[config.mk]
export PLATFORM = sky130hd
export DESIGN_NAME = pe_array_run_controller
export DESIGN_NICKNAME = d
export VERILOG_FILES = /design/src/rtl/pe_array_run_controller.sv
export SDC_FILE = /design/constraint.sdc
export NUM_CORES = 1
export LEC_CHECK = 0
export ABC_AREA = 1
export CORE_UTILIZATION = 55
export CTS_CLUSTER_SIZE = 14
export DETAILED_ROUTE_END_ITERATION = 16
export PLACE_DENSITY = 0.9
export SYNTH_ARGS = -nofsm -noshare
export SYNTH_HDL_FRONTEND = slang
export SYNTH_SLANG_ARGS = --single-unit
[constraint.sdc]
create_clock -name clock -period 4.48 [get_ports clock]
set_clock_uncertainty 0.05 [all_clocks]
set_input_delay 0.896 -clock clock [delete_from_list [all_inputs] [get_ports clock]]
set_output_delay 0.896 -clock clock [all_outputs]
set_load 0.02 [all_outputs]
[src/rtl/pe_array_run_controller.sv]
// Run sequencer for a PE array: launch, run, drain, completion,
// with cycle counting, programmable timeout and abort.
module pe_array_run_controller #(
    parameter int NUM_PES          = 4,
    parameter int COUNT_WIDTH      = 32,
    parameter int CONTROL_STAGES   = 1,
    parameter int QUIESCENT_CYCLES = 4
) (
    input  logic                   clock,
    input  logic                   reset,
    input  logic                   start,
    input  logic                   abort,
    input  logic [COUNT_WIDTH-1:0] timeout_limit,
    input  logic [NUM_PES-1:0]     pe_halted,
    input  logic [NUM_PES-1:0]     pe_channels_quiescent,
    input  logic [NUM_PES-1:0]     pe_router_quiescent,
    output logic                   pe_enable,
    output logic                   pe_execute,
    output logic                   busy,
    output logic                   done,
    output logic                   timed_out,
    output logic [NUM_PES-1:0]     halted_mask,
    output logic [COUNT_WIDTH-1:0] cycle_count
);

    localparam int QW = $clog2(QUIESCENT_CYCLES + 1);
    localparam logic [COUNT_WIDTH-1:0] CNT_ONE = COUNT_WIDTH'(1);
    localparam logic [COUNT_WIDTH-1:0] CNT_MAX = '1;
    localparam logic [QW-1:0] Q_ONE  = QW'(1);
    localparam logic [QW-1:0] Q_LAST = QW'(QUIESCENT_CYCLES - 1);

    typedef enum logic [2:0] {
        S_IDLE,
        S_LAUNCH,
        S_RUN,
        S_DRAIN,
        S_DONE,
        S_TIMEOUT
    } state_t;

    state_t                   state_q, state_d;
    logic [NUM_PES-1:0]       halted_s_q;
    logic [NUM_PES-1:0]       chan_s_q;
    logic [NUM_PES-1:0]       rtr_s_q;
    logic [NUM_PES-1:0]       mask_q, mask_d;
    logic [COUNT_WIDTH-1:0]   cnt_q, cnt_d;
    logic [COUNT_WIDTH-1:0]   limit_q, limit_d;
    logic [COUNT_WIDTH-1:0]   cnt_inc;
    logic [QW-1:0]            qcnt_q, qcnt_d;
    logic                     busy_q, done_q, timed_out_q;
    logic [CONTROL_STAGES-1:0] en_pipe_q, ex_pipe_q;
    logic                     enable_d, execute_d;
    logic                     all_halted, all_quiet, limit_hit;

    // PE status is registered once so nothing downstream sees raw array wires
    always_ff @(posedge clock or negedge reset) begin
        if (!reset) begin
            halted_s_q <= '0;
            chan_s_q   <= '0;
            rtr_s_q    <= '0;
        end else begin
            halted_s_q <= pe_halted;
            chan_s_q   <= pe_channels_quiescent;
            rtr_s_q    <= pe_router_quiescent;
        end
    end

    assign all_halted = &(mask_q | halted_s_q);
    assign all_quiet  = &(chan_s_q & rtr_s_q);
    assign cnt_inc    = (cnt_q == CNT_MAX) ? cnt_q : cnt_q + CNT_ONE;
    assign limit_hit  = (limit_q != '0) &&
                        ((cnt_q + CNT_ONE) == limit_q);

    assign enable_d  = (state_q == S_LAUNCH) ||
                       (state_q == S_RUN) ||
                       (state_q == S_DRAIN);
    assign execute_d = (state_q == S_RUN);

    always_comb begin
        state_d = state_q;
        mask_d  = mask_q;
        cnt_d   = cnt_q;
        limit_d = limit_q;
        qcnt_d  = qcnt_q;
        if (abort) begin
            state_d = S_IDLE;
        end else begin
            unique case (state_q)
                S_IDLE, S_DONE, S_TIMEOUT: begin
                    if (start) begin
                        state_d = S_LAUNCH;
                        limit_d = timeout_limit;
                        cnt_d   = '0;
                        mask_d  = '0;
                        qcnt_d  = '0;
                    end
                end
                S_LAUNCH: state_d = S_RUN;
                S_RUN: begin
                    cnt_d  = cnt_inc;
                    mask_d = mask_q | halted_s_q;
                    // completion wins over a coincident timeout
                    if (all_halted) begin
                        state_d = S_DRAIN;
                    end else if (limit_hit) begin
                        state_d = S_TIMEOUT;
                    end
                end
                S_DRAIN: begin
                    cnt_d  = cnt_inc;
                    qcnt_d = all_quiet ? qcnt_q + Q_ONE : '0;
                    if (all_quiet && (qcnt_q == Q_LAST)) begin
                        state_d = S_DONE;
                    end else if (limit_hit) begin
                        state_d = S_TIMEOUT;
                    end
                end
                default: state_d = S_IDLE;
            endcase
        end
    end

    always_ff @(posedge clock or negedge reset) begin
        if (!reset) begin
            state_q     <= S_IDLE;
            mask_q      <= '0;
            cnt_q       <= '0;
            limit_q     <= '0;
            qcnt_q      <= '0;
            busy_q      <= 1'b0;
            done_q      <= 1'b0;
            timed_out_q <= 1'b0;
        end else begin
            state_q     <= state_d;
            mask_q      <= mask_d;
            cnt_q       <= cnt_d;
            limit_q     <= limit_d;
            qcnt_q      <= qcnt_d;
            busy_q      <= (state_d == S_LAUNCH) ||
                           (state_d == S_RUN) ||
                           (state_d == S_DRAIN);
            done_q      <= (state_d == S_DONE);
            timed_out_q <= (state_d == S_TIMEOUT);
        end
    end

    // Broadcast pipeline; async reset drops the PE controls immediately
    if (CONTROL_STAGES == 1) begin : g_one_stage
        always_ff @(posedge clock or negedge reset) begin
            if (!reset) begin
                en_pipe_q <= '0;
                ex_pipe_q <= '0;
            end else begin
                en_pipe_q <= enable_d;
                ex_pipe_q <= execute_d;
            end
        end
    end else begin : g_multi_stage
        always_ff @(posedge clock or negedge reset) begin
            if (!reset) begin
                en_pipe_q <= '0;
                ex_pipe_q <= '0;
            end else begin
                en_pipe_q <= {en_pipe_q[CONTROL_STAGES-2:0], enable_d};
                ex_pipe_q <= {ex_pipe_q[CONTROL_STAGES-2:0], execute_d};
            end
        end
    end

    assign pe_enable   = en_pipe_q[CONTROL_STAGES-1];
    assign pe_execute  = ex_pipe_q[CONTROL_STAGES-1];
    assign busy        = busy_q;
    assign done        = done_q;
    assign timed_out   = timed_out_q;
    assign halted_mask = mask_q;
    assign cycle_count = cnt_q;

endmodule
After elaboration in Yosys (flattened, before gate mapping)
Index checks and enable logic that the tools add are counted.
{ "classes": {"addsub": 2, "n_bitwise": 3, "n_mux": 14, "eq_ne": 15, "n_reduce_logical": 19} }
{ "op_table": {"columns": ["operator", "count"], "rows": [
  ["$mux W32", 2],
  ["$pmux W32 S2", 1],
  ["$add A32 B1 Y32 const B", 1],
  ["$eq A32 B32 Y1", 1],
  ["$eq A32 B32 Y1 const B", 1],
  ["$reduce_bool A32 Y1", 1],
  ["$mux W3", 7],
  ["$eq A3 B2 Y1 const B", 5],
  ["$eq A3 B3 Y1 const B", 4],
  ["$pmux W3 S4", 1],
  ["$reduce_and A4 Y1", 3],
  ["$reduce_and A3 Y1", 3],
  ["$pmux W4 S2", 1],
  ["$eq A3 B1 Y1 const B", 2],
  ["$pmux W3 S2", 1],
  ["$reduce_bool A2 Y1", 3],
  ["$and A4 B4 Y4", 1],
  ["$logic_or A1 B1 Y1", 4],
  ["$mux W4", 1],
  ["$ne A2 B2 Y1 const B", 2],
  ["$or A4 B4 Y4", 1],
  ["$add A3 B1 Y3 const B", 1],
  ["$logic_not A3 Y1", 1],
  ["$reduce_or A3 Y1", 1],
  ["other kinds (3)", 4]
]} }
{ "totals": {"reg_bits": 91, "in_bits": 48, "output_inout_bits": 41, "wordCells": 66} }

Logic depth before layout (Yosys ltp)
{ "logic_depth": {"ltp_word": 10, "mapped_depth": 20, "ltp_nobuf": 20} }

Least setup slack after synthesis
Ideal clock, no wire load.
{ "synth_timing": {"path_kind": "flip-flop to flip-flop", "from": "reg cnt_q[0] (netlist: cycle_count[0])", "to": "reg busy_q (netlist: busy)", "required_time_ns": 4.299, "t_arrival_ns": 2.120, "path_slack_ns": 2.179, "stages_incl_launch_ff": 17, "setup_ns": 0.131, "synth_period_minus_slack_ns": 2.301, "n_path_buf": 0, "path_cell_list": "dfrtp_1 > ha_1 > nand2_2 > nor2_8 > nand2_4 > nor2_8 > nand2_2 > nand2_1 > nand2_1 > nand2_1 > nand2_1 > nor2_1 > nand2_1 > nor2_2 > nand3_1 > a21oi_1 > a31oi_1"} }
{ "synth_via": {"elab_chain_cells": 10, "elab_cells_between_ends": 13, "classes_between": "add/sub (1); eq/ne (4); mux (5); reduce/logical (3)"} }
{ "synth_lines": {"columns": ["item", "line_no", "source"], "rows": [
  ["from (decl)", "46", "logic [COUNT_WIDTH-1:0] cnt_q, cnt_d;"],
  ["from (signal assigned)", "136", "cnt_q <= cnt_d;"],
  ["$add A32 B1 Y32 (*)", "72", "((cnt_q + CNT_ONE) == limit_q);"],
  ["$eq A32 B32 Y1 (*)", "72", null],
  ["$logic_and A1 B1 Y1 (*)", "71", "assign limit_hit = (limit_q != '0) &&"],
  ["$mux W3 (*)", "105, 114", null],
  ["$mux W3, on equally long branches", "112, 103", null],
  ["$pmux W3 S4 (*)", "88", "unique case (state_q)"],
  ["$mux W3 (*)", "85", "if (abort) begin"],
  ["$eq A3 B1 Y1 or $eq A3 B2 Y1 (tied branches)", "139, 140", null],
  ["$logic_or A1 B1 Y1", "139", "busy_q <= (state_d == S_LAUNCH) ||"],
  ["$logic_or A1 B1 Y1 (*)", "140", "(state_d == S_RUN) ||"],
  ["to (signal assigned)", "139", null],
  ["to (decl)", "50", "logic busy_q, done_q, timed_out_q;"]
]} }
Mark *: on every way between the ends. The rest lies on a longest branch, timed or not.
A chain may end at the register's enable or synchronous reset.

Final worst setup path
{ "layout_timing": {"from": "reg state_q[0]", "to": "reg cnt_q[0] (netlist: cycle_count[0])"} }
{ "layout_via": {"elab_chain_cells": 4, "elab_cells_between_ends": 12, "classes_between": "eq/ne (6); mux (1); reduce/logical (5)"} }
{ "layout_lines": {"columns": ["item", "line_no", "source"], "rows": [
  ["from (decl)", "41", "state_t state_q, state_d;"],
  ["from (signal assigned)", "134", "state_q <= state_d;"],
  ["$eq A3 B3 Y1 (tied with other cells)", "88", null],
  ["$reduce_or A3 Y1 or $reduce_or A2 Y1 (tied branches)", null, null],
  ["$ne A2 B2 Y1 (no line) or $reduce_bool A2 Y1 (tied branches)", null, null],
  ["$reduce_and A4 Y1 (no line)", null, null]
]} }
Parallel ways exist; a longest one is shown, timed or not.

==> summary.md <==
| Metric | Value |
|---|---|
| Number of global-route vias before repair | `5224` |
| Share of layout cells above drive strength 1 | `6.58%` |
| DRC viols | `0` |
| Fraction of the mapped netlist area in adder cells | `0.687%` |
| Total grt overflow | `0` |
| Global-route wire length before repair | `24800 um` |
| Slew HR | `44.6%` |
| Crit-path max FO | `30` |
| Initial core utilization | `56.4%` |
| Slowest CP cell | `nand2_1` |
| WL met1 | `6450 um` |
| Crit path launch type | `flop` |
| IO Port Bufs | `88` |
| Ys async rst share | `100%` |
| Slew Limit Fails | `0` |
| Drt wl/cell | `14.8 um` |
| # IOs | `89` |
| Largest net degree at the start of global routing | `68` |
| Status | `finished clean` |
| Drt first pass iters | `5` |
| Synth Area in Compound Gates | `8.45%` |
| Leakage | `3.21 nW` |
| Vias per inst | `5.39` |
| Setup TNS | `0 ps` |
| Post-CTS setup buffers | `0` |
| Seq cells post-synth | `91` |
| Antenna violations before repair | `0` |
| Clock-pin slew on the worst setup and hold paths | `100 ps` |
| Final Critical Period | `3150 ps` |
| Post-synthesis mux area share | `0%` |
| Worst Path Arrival | `3360 ps` |
| Iter 0 DRT Violations | `496` |
| Hold Path Origin | `qcnt_q[0]$_DFFE_PN0P_` |
| Core region area | `9680 um2` |
| Syn_nets | `852` |
| Post-layout nets | `942` |
| Final setup fails | `0` |
| CTS Hold Bufs | `0` |
| Fin. Hold Viols | `0` |
| Maximum buffer depth of the clock tree | `2` |
| Die area | `10300 um2` |
| CP Data Required Time | `4690 ps` |
| Worst min-delay path class | `flop to flop` |
| Crit path largest cell delay | `430 ps` |
| Max Fclk | `318 MHz` |
| WL met2 | `7010 um` |
| Post-synthesis simple-gate area fraction | `40.7%` |
| Inserted Clock Buffers | `9` |
| Die Ht | `102 um` |
| Least-Margin Pin Slew | `831 ps` |
| Std-Cell Rows | `36` |
| CTS resizes | `0` |
| Htree depth | `3` |
| Synth Area in XOR/XNOR | `0%` |
| R2r startpoint | `state_q[0]$_DFF_PN0_` |
| Period utilisation layout | `70.2%` |
| Sequential area share after synthesis | `41.7%` |
| DRT antenna net count | `0` |
| Vias | `5547` |
| GRT Total Usage | `31.3%` |
| CP bufs+invs | `7` |
| Routed Wire Length | `15200 um` |
| Avg Cell Area, Syn | `6.82 um2` |
| Largest delay contributor family on the critical path | `simple AND/OR/NAND/NOR gates` |
| Fillers | `833` |
| Crit path from | `state_q[0]$_DFF_PN0_` |
| MaxCap Viol Count | `0` |
| Post-synth EDFFs | `0` |
| Unrepaired setup endpoints after global routing | `no` |
| Routability cong. | `0.996` |
| CTS tree | `built` |
| VDD IR max | `0.223 mV` |
| Top cell type's share of synthesized area | `41.7%` |
| Largest family of logic cells by synthesized area | `simple AND/OR/NAND/NOR gates` |
| YS warnings | `0` |
| Top Layer Used | `met4` |
| Synthesized area | `5460 um2` |
| # diodes | `0` |
| Most common cell on crit path | `inv_1` |
| Cells after Synth | `801` |
| Clock latency at the later pin of the worst-skew pair | `380 ps` |
| Largest area contributor in the synthesized netlist | `dfrtp_1` |
| Finished Core Util | `69.0%` |
| Worst-path cell chain | `inv_1 > nor2_1 > inv_1 > nor2_1 > inv_1 > nand2_1 > inv_1 > nor3_1 > nand2_1 > buf_4 > nand2_1 > buf_4 > inv_1 > nand2_1 > o21ai_0` |
| Routed wl met3 | `1240 um` |
| Synth cell types | `31` |
| Hpwl dp | `11600 um` |
| Setup CP Type | `flop to flop` |
| Pwr dens | `357 nW/um2` |
| Die Width | `102 um` |
| Clock sinks | `91` |
| Main synth FF type | `dfrtp_1` |
| Ranking of synthesized cells by area | `dfrtp_1 (42%), nand2_1 (20%), inv_1 (7.4%)` |
| Most common cell after layout, fill and taps aside | `nand2_1` |
| Most frequent cells in the layout | `nand2_1 (286), inv_1 (108), nor2_1 (92), dfrtp_1 (91), clkdlybuf4s50_1 (87)` |
| CP Capture Type | `flop` |
| Clock Tree Root | `clkbuf_8` |
| Synth-to-Final Area Change | `22.3%` |
## synth_stat cells (2+ instances only)
cell      instances
nand2_1         286
nor2_2            7
nor2_1           93
ha_1              3
o31ai_1           4
dfrtp_1          91
buf_2             3
a31oi_1           2
nand4_1          13
nand2_4           4
buf_1             2
nor2_8            3
nand2_2           9
nor2_4            5
o21ai_1           3
inv_1           108
o21ai_0          40
a21oi_1           5
o22ai_1          27
nor3_1            3
nand3_2           6
clkbuf_1          8
nand3_1          68
## layout make-up
| cell class | count | area (um2) | area share (%) |
|---|---|---|---|
| multi-input cells | 588 | 2730 | 40.9 |
| flip-flops and latches | 91 | 2280 | 34.1 |
| clock inverters | 7 | 66.3 | 0.993 |
| clock buffers | 9 | 124 | 1.85 |
| well taps | 133 | 166 | 2.49 |
| repair buffers | 92 | 908 | 13.6 |
| inverters | 109 | 409 | 6.12 |
## cells by family (layout without fill, tap and decap cells)
kind of cell,count (synthesis),in the layout
buffers and inverters,122,217
flip-flops,91,91
AO/OA/AOI/OAI,82,82
adder cells (fa/ha/maj),3,3
AND/OR/NAND/NOR,503,503
## worst register-to-register path: stages, from the launching register on
cell	delay, ps
dfrtp_1	400
inv_1	80
nor2_1	110
inv_1	80
nor2_1	300
inv_1	80
nand2_1	190
inv_1	90
nor3_1	230
nand2_1	80
buf_4	260
nand2_1	430
buf_4	380
inv_1	130
nand2_1	70
o21ai_0	70
## where the power goes
group / internal, W / leakage (nW) / switching, W
registers: 0.000950 / 1.19 / 0.000114
logic: 0.000270 / 1.93 / 0.000502
clock network: 0.000217 / 0.0986 / 0.000335
total: 0.00144 / 3.21 / 0.000951
## layer usage
metal  up-vias  global-route usage [%]
li1       2730                       -
met5         -                       0
met2       254                    50.3
met4         0                    13.8
met3        47                    5.18
met1      2516                    41.8
## registers in the layout (all words and copies together), names as in the netlist
register	cells
busy	1
rtr_s_q	4
halted_mask	4
limit_q	32
done	1
state_q	3
halted_s_q	4
cycle_count	32
qcnt_q	3
timed_out	1
pe_enable	1
pe_execute	1
chan_s_q	4
## worst paths after layout
check	end	slack, ps	cells past startpoint
max	cycle_count[0]$_DFFE_PN0P_	1330	15
min	qcnt_q[0]$_DFFE_PN0P_	440	1
max reg2reg	cycle_count[0]$_DFFE_PN0P_	1330	15
min reg2reg	qcnt_q[0]$_DFFE_PN0P_	440	1
max in group asynchronous	cycle_count[17]$_DFFE_PN0P_	2960	2
min in group asynchronous	halted_mask[1]$_DFFE_PN0P_	550	1
## metrics by stage
stage | instance area [um2] | power, W | hold slack, ps | worst slack [ps] | cells
CTS | 6680 | 0.00238 | 443 | 1450 | 1029
global placement | 6490 | 0.00182 | 417 | 1250 | 1013
finish | 6680 | 0.00239 | 438 | 1330 | 1029
global route | 6680 | 0.00254 | 459 | 1100 | 1029
detailed placement | 6490 | 0.00183 | 426 | 1230 | 1013
floorplan | 5460 | 0.00155 | 400 | 2180 | 801
(Power assumes the default switching activity.)
